### config.mk
export PLATFORM = sky130hd
export DESIGN_NAME = lynx_io_responder_flat
export DESIGN_NICKNAME = d
export VERILOG_FILES = /design/src/rtl/lynx_io_responder_if.sv /design/src/rtl/lynx_io_responder.sv /design/src/flat_wrapper.sv
export SDC_FILE = /design/constraint.sdc
export NUM_CORES = 1
export LEC_CHECK = 0
export ABC_AREA = 1
export BUFFER_PORTS_ARGS = -buffer_cell sky130_fd_sc_hd__buf_2
export CAP_MARGIN = 25
export CORE_MARGIN = 2
export CORE_UTILIZATION = 35
export DETAILED_ROUTE_END_ITERATION = 10
export GPL_TIMING_DRIVEN = 0
export PLACE_DENSITY = 0.61
export SLEW_MARGIN = 20
export SYNTH_ARGS = -nofsm -noshare
export SYNTH_HDL_FRONTEND = slang
export SYNTH_SLANG_ARGS = --single-unit
### constraint.sdc
create_clock -name clock -period 2.2 [get_ports clock]
set_clock_uncertainty 0.15 [all_clocks]
set_input_delay 0.11 -clock clock [delete_from_list [all_inputs] [get_ports clock]]
set_output_delay 0.11 -clock clock [all_outputs]
set_load 0.02 [all_outputs]
### src/rtl/lynx_io_responder_if.sv
// CPU-side IO bus of the Lynx IO responder: request strobes, address/data and
// the wait/interrupt lines returned to the CPU.
interface lynx_io_responder_if;
  logic        iorq_n;
  logic        wr_n;
  logic [15:0] a;
  logic [7:0]  data_in;
  logic [7:0]  data_out;
  logic        wait_n;
  logic        int_n;

  modport master (output iorq_n, wr_n, a, data_in, input data_out, wait_n, int_n);
  modport slave  (input iorq_n, wr_n, a, data_in, output data_out, wait_n, int_n);
endinterface

### src/rtl/lynx_io_responder.sv
// IO responder: bank/ctrl registers at 0x80/0x82, status/interrupt-ack at 0x84,
// programmable IO wait states and a periodic interrupt with bounded low time.
module lynx_io_responder #(
  parameter int INT_PERIOD = 80000,
  parameter int INT_LENGTH = 64,
  parameter int WAIT_IO    = 1
) (
  input  logic                  clock,
  input  logic                  reset,
  input  logic                  cep,
  lynx_io_responder_if.slave    bus,
  output logic [7:0]            bank,
  output logic [7:0]            ctrl
);

  localparam int IW = (INT_PERIOD > 1) ? $clog2(INT_PERIOD) : 1;
  localparam int LW = (INT_LENGTH > 0) ? $clog2(INT_LENGTH + 1) : 1;
  localparam logic [IW-1:0] ICNT_MAX  = IW'(INT_PERIOD - 1);
  localparam logic [LW-1:0] LEN_LOAD  = LW'(INT_LENGTH);
  localparam logic [3:0]    WAIT_LOAD = (WAIT_IO > 0) ? 4'(WAIT_IO - 1) : 4'd0;
  localparam bit            NO_WAIT   = (WAIT_IO == 0);

  localparam logic [7:0] PORT_BANK = 8'h80;
  localparam logic [7:0] PORT_CTRL = 8'h82;
  localparam logic [7:0] PORT_STAT = 8'h84;

  typedef enum logic [1:0] {S_IDLE, S_WAIT, S_ACCESS, S_HOLD} state_t;

  state_t        state, state_nxt;
  logic [3:0]    wcnt, wcnt_nxt;
  logic          iorq_q;
  logic          armed;
  logic [IW-1:0] icnt;
  logic [LW-1:0] lcnt;
  logic          int_q;
  logic          start, commit, wrap, ack;
  logic [7:0]    port;
  logic          unused_addr_hi;

  assign port           = bus.a[7:0];
  assign unused_addr_hi = ^bus.a[15:8];

  // armed stays low after reset until iorq_n is seen high, so a request that
  // was already low across reset cannot masquerade as a fresh falling edge.
  assign start  = cep & ~bus.iorq_n & iorq_q & armed;
  assign commit = cep & (state == S_ACCESS) & ~bus.wr_n;
  assign wrap   = cep & (icnt == ICNT_MAX);
  assign ack    = commit & (port == PORT_STAT);

  always_ff @(posedge clock or posedge reset) begin
    if (reset) begin
      state  <= S_IDLE;
      wcnt   <= 4'd0;
      iorq_q <= 1'b1;
      armed  <= 1'b0;
    end else begin
      state <= state_nxt;
      wcnt  <= wcnt_nxt;
      if (cep) begin
        iorq_q <= bus.iorq_n;
        if (bus.iorq_n) armed <= 1'b1;
      end
    end
  end

  always_comb begin
    state_nxt = state;
    wcnt_nxt  = wcnt;
    case (state)
      S_IDLE: begin
        if (start) begin
          if (NO_WAIT) begin
            state_nxt = S_ACCESS;
          end else begin
            state_nxt = S_WAIT;
            wcnt_nxt  = WAIT_LOAD;
          end
        end
      end
      S_WAIT: begin
        if (cep) begin
          if (bus.iorq_n)       state_nxt = S_IDLE;
          else if (wcnt == 4'd0) state_nxt = S_ACCESS;
          else                  wcnt_nxt  = wcnt - 4'd1;
        end
      end
      S_ACCESS: if (cep) state_nxt = S_HOLD;
      S_HOLD:   if (cep && bus.iorq_n) state_nxt = S_IDLE;
      default:  state_nxt = S_IDLE;
    endcase
  end

  assign bus.wait_n = (state != S_WAIT);

  always_ff @(posedge clock or posedge reset) begin
    if (reset) begin
      bank <= 8'h00;
      ctrl <= 8'h00;
    end else if (commit) begin
      case (port)
        PORT_BANK: bank <= bus.data_in;
        PORT_CTRL: ctrl <= bus.data_in;
        default: ;
      endcase
    end
  end

  // Wrap has priority over acknowledge: a new interrupt is never swallowed.
  always_ff @(posedge clock or posedge reset) begin
    if (reset) begin
      icnt  <= '0;
      lcnt  <= '0;
      int_q <= 1'b1;
    end else if (cep) begin
      icnt <= (icnt == ICNT_MAX) ? '0 : icnt + IW'(1);
      if (wrap) begin
        int_q <= 1'b0;
        lcnt  <= LEN_LOAD;
      end else if (ack) begin
        int_q <= 1'b1;
        lcnt  <= '0;
      end else if (lcnt != '0) begin
        lcnt <= lcnt - LW'(1);
        if (lcnt == LW'(1)) int_q <= 1'b1;
      end
    end
  end

  assign bus.int_n = int_q;

  always_comb begin
    bus.data_out = 8'hFF;
    if (!bus.iorq_n && bus.wr_n) begin
      case (port)
        PORT_BANK: bus.data_out = bank;
        PORT_CTRL: bus.data_out = ctrl;
        PORT_STAT: bus.data_out = {7'b0, ~int_q};
        default:   bus.data_out = 8'hFF;
      endcase
    end
  end

endmodule

### src/flat_wrapper.sv
// flat-port wrapper written by rule: the top's interface ports become plain ports
module lynx_io_responder_flat 
#(
  parameter int INT_PERIOD = 80000,
  parameter int INT_LENGTH = 64,
  parameter int WAIT_IO    = 1
)
  (clock, reset, cep, bank, ctrl, bus_iorq_n, bus_wr_n, bus_a, bus_data_in, bus_data_out, bus_wait_n, bus_int_n);
  lynx_io_responder_if bus_i ();
  input  logic clock;
  input  logic reset;
  input  logic cep;
  output logic [7:0] bank;
  output logic [7:0] ctrl;
  input wire logic [$bits(bus_i.iorq_n)-1:0] bus_iorq_n;
  input wire logic [$bits(bus_i.wr_n)-1:0] bus_wr_n;
  input wire logic [$bits(bus_i.a)-1:0] bus_a;
  input wire logic [$bits(bus_i.data_in)-1:0] bus_data_in;
  output wire logic [$bits(bus_i.data_out)-1:0] bus_data_out;
  output wire logic [$bits(bus_i.wait_n)-1:0] bus_wait_n;
  output wire logic [$bits(bus_i.int_n)-1:0] bus_int_n;
  assign bus_i.iorq_n = bus_iorq_n;
  assign bus_i.wr_n = bus_wr_n;
  assign bus_i.a = bus_a;
  assign bus_i.data_in = bus_data_in;
  assign bus_data_out = bus_i.data_out;
  assign bus_wait_n = bus_i.wait_n;
  assign bus_int_n = bus_i.int_n;
  lynx_io_responder #(.INT_PERIOD(INT_PERIOD), .INT_LENGTH(INT_LENGTH), .WAIT_IO(WAIT_IO)) u_core (.clock(clock), .reset(reset), .cep(cep), .bus(bus_i), .bank(bank), .ctrl(ctrl));
endmodule
==> impl_metrics.py, run 1 <==
metrics = {
    "outcome": {
        "run_status": "finished clean",
    },
    "placement": {
        "placed_cell_area_um2": 3370,
        "place_congestion": 0.808,
        "port_buffers": 46,
        "dp_hpwl_um": 4960,
        "dp_slack_ns": 0.394,
    },
    "synthesis": {
        "synth_seq_cells": 49,
        "avgSynthCellArea_um2": 8.04,
        "synth_edf_count": 0,
        "yosys_warnings": 0,
        "syn-num-nets": 405,
        "synth.distinct_cells": 34,
        "async_reset_ff_share_pct": 100,
        "ys.flop_type": "dfrtp_1",
        "synth_cells": 371,
        "syn_area_um2": 2980,
        "ys_seq_area_share_pct": 41.2,
    },
    "drt": {
        "drtPass1Iterations": 4,
        "wirelength_um": 6760,
        "route.antenna.remaining_nets": 0,
        "drt_iter0_drc": 89,
        "drc": 0,
        "wire_per_inst_um": 12.5,
        "num_vias": 2611,
        "via_per_inst": 4.83,
    },
    "pwr": {
        "ir_worst_vdd_v": 0.000437,
        "power_density_nw_per_um2": 800,
        "p_leak_uw": 0.00181,
    },
    "global_route": {
        "grt_pass1_wl_um": 11400,
        "grtUsageTotal_pct": 15.5,
        "antenna_found_initial": 0,
        "grt_max_degree": 29,
        "grt_pass1_vias": 2548,
        "grt_remaining_overflow": 0,
    },
    "sta": {
        "slew_headroom_pct": 67.8,
        "hold_ws_ns": 0.129,
        "hold_viol_final": 0,
        "finalSetupTns_ns": 0,
        "finalCritPeriodShare_pct": 86.8,
        "worst_pin_slew_ns": 0.482,
        "max_freq_mhz": 523,
        "slew_violations": 0,
        "period_needed_ns": 1.91,
        "setup_viol": 0,
        "worst_slack_ns": 0.290,
        "rsz0062_at_grt": "no",
    },
    "worst_setup_path": {
        "crit_type": "primary input to primary output",
        "max_stage_delay_ns": 0.53,
        "path_delay_family": "buffers and inverters",
        "r2r_slack_ns": 0.38,
        "cpMostUsedCell": "buf_2",
        "critical_path.max_fanout": 8,
        "worst_setup_path_start_kind": "primary input",
        "end_kind": "primary output",
        "arrival_ns": 1.65,
        "worstPathRequired_ns": 1.94,
        "crit_path_cell_trace": "dlygate4sd3_1 -> buf_2 -> nor2_1 -> o211a_1 -> o211ai_1 -> buf_2",
        "crit_path_top_delay_cell": "dlygate4sd3_1",
        "path_buf_inv": 3,
    },
    "finish": {
        "multi_input_area_um2": 1520,
        "fillerInstances": 820,
        "antenna_cells": 0,
        "regArea_um2": 1230,
        "layout.nets": 469,
        "area_growth_pct": 20.0,
        "final_common_cell": "nand2_1",
        "final_area_um2": 3580,
        "final_cell_mix": "nand2_1, inv_1, dfrtp_1",
        "drive_gt1_share_pct": 20.9,
        "final_util_pct": 43.4,
    },
    "floorplanning": {
        "coreArea_um2": 8260,
        "rows": 33,
        "die_x_um": 96.3,
        "dieArea_um2": 9280,
        "start_util_pct": 36.1,
        "io_pins": 55,
        "die_y_um": 96.3,
    },
    "cts": {
        "clock_path_buffers": 2,
        "clk_latency_ns": 0.30,
        "cts-root-buf": "clkbuf_8",
        "cts.sinks": 49,
        "cts_buffers": 5,
        "cts_resized": 0,
        "htree_levels": 2,
        "cts.clk_slew.worst_paths_ns": 0.09,
        "cts_tree": "done",
    },
    "min_path": {
        "hold_class": "primary input to register",
    },
    "flow_run": {
        "maxCapViolCount": 0,
    },
}
[routing by layer]
layer | track usage (%) | share of wire, % | wire, um
met1 | 19.6 | 47 | 3180
met2 | 27.7 | 47 | 3190
met3 | 2.82 | 5.1 | 343
met4 | 3.17 | 0.68 | 46
met5 | 0 | 0 | 0
[tightest hold or removal path: cells and delay by family]
kind,cells,cell delay (ns)
buf+inv,2,0.35
simple gates,2,0.13
[sequential cells by signal, summed over array words and instances (netlist names), named ones only]
signal and cells:
u_core.armed 1, u_core.bank 8, u_core.bus.int_n 1, u_core.ctrl 8, u_core.icnt 17, u_core.iorq_q 1, u_core.lcnt 7, u_core.state 1
u_core.wcnt 4
[report_power, final]
| part | internal [uW] | leakage, uW | switching (uW) | total, uW |
|---|---|---|---|---|
| Combinational | 390 | 0.00117 | 572 | 962 |
| Sequential | 1080 | 0.000581 | 167 | 1250 |
| Clock | 340 | 0.0000543 | 314 | 655 |
[timing repair]
| item | in CTS | in global routing |
|---|---|---|
| setup buffers | 0 | 0 |
| endpoints found under the hold margin | 39 | 0 |
| endpoints found under the setup margin | 0 | 0 |
| hold buffers | 10 | 0 |
[cell type report]
type,instances,area share (%)
Clock inverter,3,1.29
Clock buffer,5,1.92
Multi-Input combinational cell,264,42.5
Buffer,2,0.699
Timing Repair Buffer,57,9.78
Inverter,56,5.87
Tap cell,105,3.67
Sequential cell,49,34.3
[per-stage QoR]
| step | instances | total power [uW] |
|---|---|---|
| global placement | 522 | 2180 |
| finish | 541 | 2860 |
| detailed placement | 523 | 2220 |
| CTS | 541 | 2900 |
| global route | 541 | 3120 |
| floorplan | 371 | 1990 |
[logic make-up after synthesis]
group / after synthesis / synth area share [%]
adders and majority gates: 5 / 2.10
buffers and inverters: 58 / 7.88
and+or+nand+nor: 204 / 34.2
AOI/OAI and AO/OA: 32 / 6.42
DFF: 49 / 41.2
muxes: 7 / 3.52
xor gates and xnor gates: 16 / 4.70
[Yosys cell counts, types with 3 or more instances]
cell type,instances,share of area [%]
inv_2,3,0.38
nor3_1,9,1.5
nor2_1,37,4.7
nand3_1,38,6.4
nor2_4,4,1.5
o211ai_1,7,1.8
nor2_2,3,0.63
nand3b_1,7,1.8
xor2_1,14,4.1
dfrtp_1,47,39
mux2_4,7,3.5
inv_1,53,6.7
nand2_1,85,11
nand2_2,6,1.3
nand4_1,6,1.3
ha_1,5,2.1
o21ai_0,18,3.0
[path summary, 6_finish.rpt]
check,cells after the start,start,endpoint
worst max-delay path,6,bus_iorq_n,bus_data_out[1]
worst min-delay path,4,cep,u_core.iorq_q$_DFFE_PP1P_
worst max register to register,10,u_core.icnt[0]$_DFFE_PP0P_,u_core.bus.int_n$_DFFE_PP1P_
worst min register to register,2,u_core.iorq_q$_DFFE_PP1P_,u_core.iorq_q$_DFFE_PP1P_
max in group asynchronous,4,reset,u_core.iorq_q$_DFFE_PP1P_
min in group asynchronous,3,reset,u_core.bank[7]$_DFFE_PP0P_
No activity file was read; power rests on OpenSTA's default activity.
==> inputs of run 2 (changes only) <==
--- a/config.mk
+++ b/config.mk
@@ -9,10 +9,10 @@
 export BUFFER_PORTS_ARGS = -buffer_cell sky130_fd_sc_hd__buf_2
 export CAP_MARGIN = 25
 export CORE_MARGIN = 2
-export CORE_UTILIZATION = 35
+export CORE_UTILIZATION = 50
 export DETAILED_ROUTE_END_ITERATION = 10
 export GPL_TIMING_DRIVEN = 0
-export PLACE_DENSITY = 0.61
+export PLACE_DENSITY = 0.8
 export SLEW_MARGIN = 20
 export SYNTH_ARGS = -nofsm -noshare
 export SYNTH_HDL_FRONTEND = slang
==> impl_metrics.py, run 2 (synthesized netlist as in run 1, its figures left out) <==
metrics = {
    "placement": {
        "dp_slack_ns": 0.416,
        "dp_hpwl_um": 4660,
        "place_congestion": 0.930,
        "port_buffers": 46,
    },
    "worst_setup_path": {
        "cpMostUsedCell": "buf_2",
        "crit_path_top_delay_cell": "dlygate4sd3_1",
        "arrival_ns": 1.58,
        "r2r_slack_ns": 0.39,
        "path_delay_family": "buffers and inverters",
        "crit_type": "primary input to primary output",
        "reg2regPathDepth": 8,
        "worstReg2RegStart": "u_core.icnt[0]$_DFFE_PP0P_",
        "worst_setup_path_start_kind": "primary input",
        "worstPathRequired_ns": 1.94,
        "r2r_end": "u_core.lcnt[1]$_DFFE_PP0P_",
        "max_stage_delay_ns": 0.53,
        "path_buf_inv": 3,
        "critical_path.max_fanout": 8,
        "end_kind": "primary output",
        "crit_path_cell_trace": "dlygate4sd3_1 -> buf_2 -> nor2_1 -> o211a_1 -> o211ai_1 -> buf_2",
    },
    "min_path": {
        "hp-start": "cep",
        "hold_end": "u_core.iorq_q$_DFFE_PP1P_",
        "hold_class": "primary input to register",
        "min_path_cells": 4,
    },
    "cts": {
        "postCtsSetupBuffers": 0,
        "cts_buffers": 5,
        "clk_latency_ns": 0.31,
        "cts_tree": "done",
        "clock_path_buffers": 2,
        "cts-root-buf": "clkbuf_8",
        "htree_levels": 2,
        "cts_resized": 0,
        "cts.sinks": 49,
        "cts.clk_slew.worst_paths_ns": 0.10,
    },
    "finish": {
        "final_cell_mix": "nand2_1, inv_1, dfrtp_1",
        "largest-register": "u_core.icnt",
        "area_growth_pct": 18.7,
        "fillerInstances": 506,
        "layout.nets": 469,
        "antenna_cells": 0,
        "final_common_cell": "nand2_1",
        "drive_gt1_share_pct": 20.9,
        "largest_register_ffs": 17,
        "largestRegisters": "u_core.icnt (17), u_core.bank (8), u_core.ctrl (8)",
    },
    "global_route": {
        "grtUsageTotal_pct": 20.5,
        "grt_remaining_overflow": 0,
        "grt_max_degree": 30,
        "antenna_found_initial": 0,
        "grt_pass1_wl_um": 10700,
        "grt_pass1_vias": 2455,
    },
    "sta": {
        "slew_violations": 0,
        "rsz0062_at_grt": "no",
        "setup_viol": 0,
        "max_freq_mhz": 543,
        "worst_slack_ns": 0.358,
        "worst_pin_slew_ns": 0.474,
        "finalCritPeriodShare_pct": 83.7,
        "slew_headroom_pct": 68.3,
        "finalSetupTns_ns": 0,
        "period_needed_ns": 1.84,
        "hold_viol_final": 0,
    },
    "outcome": {
        "run_status": "finished clean",
    },
    "floorplanning": {
        "dieArea_um2": 6600,
        "die_y_um": 81.3,
        "start_util_pct": 51.0,
        "rows": 28,
        "die_x_um": 81.3,
        "coreArea_um2": 5850,
        "io_pins": 55,
    },
    "pwr": {
        "pwr-share-comb_pct": 33.6,
        "p_clk_share_pct": 22.9,
        "p_leak_uw": 0.00181,
        "p_sw_uw": 1060,
        "p_int_uw": 1810,
        "power_density_nw_per_um2": 812,
        "p_seq_share_pct": 43.5,
        "switching_share_pct": 37.0,
        "ir_worst_vdd_v": 0.000460,
    },
    "drt": {
        "route.antenna.remaining_nets": 0,
        "wire_per_inst_um": 12.6,
        "drt_iter0_drc": 120,
        "via_per_inst": 5.22,
        "wirelength_um": 6460,
        "num_vias": 2668,
        "drtPass1Iterations": 4,
        "drc": 0,
    },
    "flow_run": {
        "maxCapViolCount": 0,
    },
}
==> run 2: worst max path at each step <==
stage / startpoint / slack (ns) / to / cells past startpoint
finish: bus_iorq_n / 0.36 / bus_data_out[5] / 6
global route: u_core.icnt[0]$_DFFE_PP0P_ / 0.24 / u_core.lcnt[4]$_DFFE_PP0P_ / 8
global placement: reset / 0.11 / u_core.icnt[8]$_DFFE_PP0P_ / 2
CTS: u_core.icnt[0]$_DFFE_PP0P_ / 0.38 / u_core.lcnt[1]$_DFFE_PP0P_ / 8
floorplan: u_core.lcnt[0]$_DFFE_PP0P_ / 0.60 / u_core.lcnt[6]$_DFFE_PP0P_ / 9
detailed placement: u_core.icnt[0]$_DFFE_PP0P_ / 0.42 / u_core.lcnt[1]$_DFFE_PP0P_ / 8
==> run 2: power by group through the flow <==
stage,combinational [uW],clock (uW),sequential [uW]
floorplan,748,0,1240
global placement,906,0,1260
detailed placement,946,0,1260
CTS,970,676,1250
global route,1130,719,1270
finish,966,660,1250
==> run 2: final cells by class <==
cell class | instances | area [um^2] | share of cell area, %
Buffer | 2 | 25.0 | 0.707
Multi-Input combinational cell | 264 | 1520 | 42.9
Sequential cell | 49 | 1230 | 34.7
Clock buffer | 5 | 68.8 | 1.94
Inverter | 56 | 210 | 5.94
Tap cell | 75 | 93.8 | 2.65
Timing Repair Buffer | 57 | 350 | 9.89
Clock inverter | 3 | 43.8 | 1.24
==> run 2: what timing repair did <==
action,in CTS,in global routing
hold buffers,10,0
endpoints found under the setup margin,0,0
hold endpoints to repair,37,0
==> run 2: worst reg2reg max path, stage by stage, from the launching register on <==
cell,delay (ns)
dfrtp_1,0.40
ha_1,0.21
nand2_1,0.10
nor2_2,0.15
nand2_1,0.07
nor2_1,0.18
nand3_2,0.23
nand3b_1,0.16
nand2_1,0.06
==> run 2: per-stage QoR <==
step	util, %	hold WS, ns	instances	total power, uW	instance area [um^2]
CTS	60.5	0.110	511	2890	3540
global placement	56.5	0.188	492	2160	3310
floorplan	-	0.0756	371	1990	2980
finish	60.5	0.122	511	2880	3540
global route	60.5	0.156	511	3120	3540
detailed placement	56.9	0.00992	493	2210	3330
==> run 2: routing by layer <==
metal	vias to the layer above	GRT usage (%)	wire length, um	share of wire [%]
met5	-	0	0	0
met4	0	4.75	46	0.71
met3	7	3.89	309	4.8
met2	72	35.4	3120	48
met1	1258	26.5	2980	46
li1	1331	-	-	-
==> inputs of run 3 (changes only) <==
==> constraint.sdc (replaced) <==
create_clock -name clock -period 1.7 [get_ports clock]
set_clock_uncertainty 0.15 [all_clocks]
set_input_delay 0.085 -clock clock [delete_from_list [all_inputs] [get_ports clock]]
set_output_delay 0.085 -clock clock [all_outputs]
set_load 0.02 [all_outputs]
==> impl_metrics.py, run 3 (synthesized netlist as in run 1, its figures left out) <==
metrics = {
    "cts": {
        "htree_levels": 2,
        "cts_buffers": 5,
        "cts_tree": "done",
        "cts.sinks": 49,
        "cts.clk_slew.worst_paths_ns": 0.10,
        "clock_path_buffers": 2,
        "clk_latency_ns": 0.31,
        "cts-root-buf": "clkbuf_8",
    },
    "finish": {
        "fin_cells": 524,
        "largest-register": "u_core.icnt",
        "final_cell_mix": "nand2_1, inv_1, buf_2",
        "final_common_cell": "nand2_1",
        "largestRegisters": "u_core.icnt (17), u_core.bank (8), u_core.ctrl (8)",
        "drive_gt1_share_pct": 29.8,
        "area_growth_pct": 27.1,
        "layout.nets": 482,
        "largest_register_ffs": 17,
        "antenna_cells": 0,
    },
    "worst_setup_path": {
        "end_kind": "register",
        "cp-startpoint": "u_core.icnt[0]$_DFFE_PP0P_",
        "worstReg2RegStart": "u_core.icnt[0]$_DFFE_PP0P_",
        "reg2regPathDepth": 8,
        "critical_path.max_fanout": 5,
        "crit_type": "register to register",
        "r2r_slack_ns": 0.01,
        "r2r_end": "u_core.lcnt[4]$_DFFE_PP0P_",
        "worstPathRequired_ns": 1.75,
        "arrival_ns": 1.74,
        "endpoint": "u_core.lcnt[4]$_DFFE_PP0P_",
        "worst_setup_path_start_kind": "register",
    },
    "global_route": {
        "grtUsageTotal_pct": 21.7,
        "use_met1_pct": 28.0,
        "grt_remaining_overflow": 0,
        "grt_pass1_wl_um": 11300,
        "grt_pass1_vias": 2506,
        "grt.met3_usage_pct": 3.89,
        "grtUsageMet2_pct": 37.9,
        "grt-busiest-layer": "met2",
        "grt_max_degree": 30,
        "antenna_found_initial": 0,
    },
    "floorplanning": {
        "coreArea_um2": 5850,
        "rows": 28,
        "io_pins": 55,
        "start_util_pct": 51.0,
        "die_x_um": 81.3,
        "die_y_um": 81.3,
        "dieArea_um2": 6600,
    },
    "min_path": {
        "min_path_cells": 4,
        "hold_class": "primary input to register",
    },
    "drt": {
        "drc": 0,
        "route.antenna.remaining_nets": 0,
        "wirelength_um": 7090,
        "drtPass1Iterations": 5,
        "drt_iter0_drc": 162,
        "wire_per_inst_um": 13.5,
        "num_vias": 2775,
        "via_per_inst": 5.30,
    },
    "pwr": {
        "power_density_nw_per_um2": 1060,
        "ir_worst_vdd_v": 0.000651,
        "p_leak_uw": 0.00188,
        "fin_total_pwr_uw": 4010,
    },
    "sta": {
        "rsz0062_at_grt": "yes",
        "period_needed_ns": 1.69,
        "max_freq_mhz": 592,
        "setup_viol": 0,
        "slew_headroom_pct": 68.1,
        "worst_pin_slew_ns": 0.477,
        "finalCritPeriodShare_pct": 99.4,
        "slew_violations": 0,
        "hold_viol_final": 0,
    },
    "outcome": {
        "run_status": "finished clean",
    },
    "flow_run": {
        "maxCapViolCount": 0,
    },
    "placement": {
        "dp_hpwl_um": 4660,
        "place_congestion": 0.930,
        "port_buffers": 46,
        "dp.cells": 493,
    },
}
-- run 3: layout make-up --
| cell class | count | area (um^2) |
|---|---|---|
| plain buffers | 2 | 25.0 |
| clock buffers | 5 | 68.8 |
| clock inverters | 3 | 43.8 |
| fillers | 457 | 2060 |
| inverters | 56 | 210 |
| multi-input cells | 266 | 1670 |
| flip-flops and latches | 49 | 1230 |
| well taps | 75 | 93.8 |
| repair buffers | 68 | 449 |
-- run 3: through the flow --
stage	utilization, %	setup WS (ns)	hold WS [ns]	cell area, um^2	TNS [ns]
global placement	56.5	-0.367	0.163	3310	-17.49
CTS	62.2	0.00373	0.0142	3640	0
floorplan	-	0.0990	0.0506	2980	0
finish	64.8	0.0108	0.0216	3790	0
detailed placement	56.9	-0.0844	-0.0151	3330	-0.704
global route	64.8	-0.0605	0.0368	3790	-0.460
-- run 3: worst max-delay path, stage by stage, from the launching register on --
cell      delay (ns)
dfrtp_1         0.42
ha_4            0.18
nand2_4         0.06
nor2_4          0.15
nand2_2         0.09
nor2_4          0.21
nand3_4         0.14
nand3b_1        0.12
nand2_1         0.06
-- run 3: power by group --
| group | switching, uW | internal, uW |
|---|---|---|
| Clock | 423 | 442 |
| Sequential | 253 | 1400 |
| Combinational | 852 | 643 |
| Total | 1530 | 2480 |
-- run 3: repair_timing --
action,4_1_cts,5_1_grt
setup endpoints to repair,17,30
gates cloned,2,0
resized for setup,13,30
endpoints found under the hold margin,39,0
buffers inserted,5,6
hold buffers,10,0
pin swaps,7,18
-- run 3: how the worst min path moves through the flow --
stage / startpoint / slack (ns) / endpoint
after floorplan: bus_iorq_n / 0.05 / u_core.iorq_q$_DFFE_PP1P_
after global routing: bus_iorq_n / 0.04 / u_core.wcnt[0]$_DFFE_PP0P_
after detailed placement: reset / -0.02 / u_core.bank[1]$_DFFE_PP0P_
after CTS: bus_iorq_n / 0.01 / u_core.wcnt[1]$_DFFE_PP0P_
after global placement: bus_data_in[5] / 0.16 / u_core.ctrl[5]$_DFFE_PP0P_
final: bus_iorq_n / 0.02 / u_core.wcnt[1]$_DFFE_PP0P_
-- run 3: metal layers --
layer  vias up  routed length, um
met3         8                373
met1      1310               3130
met2        99               3520
met5         -                  0
met4         0                 62
li1       1358                  -
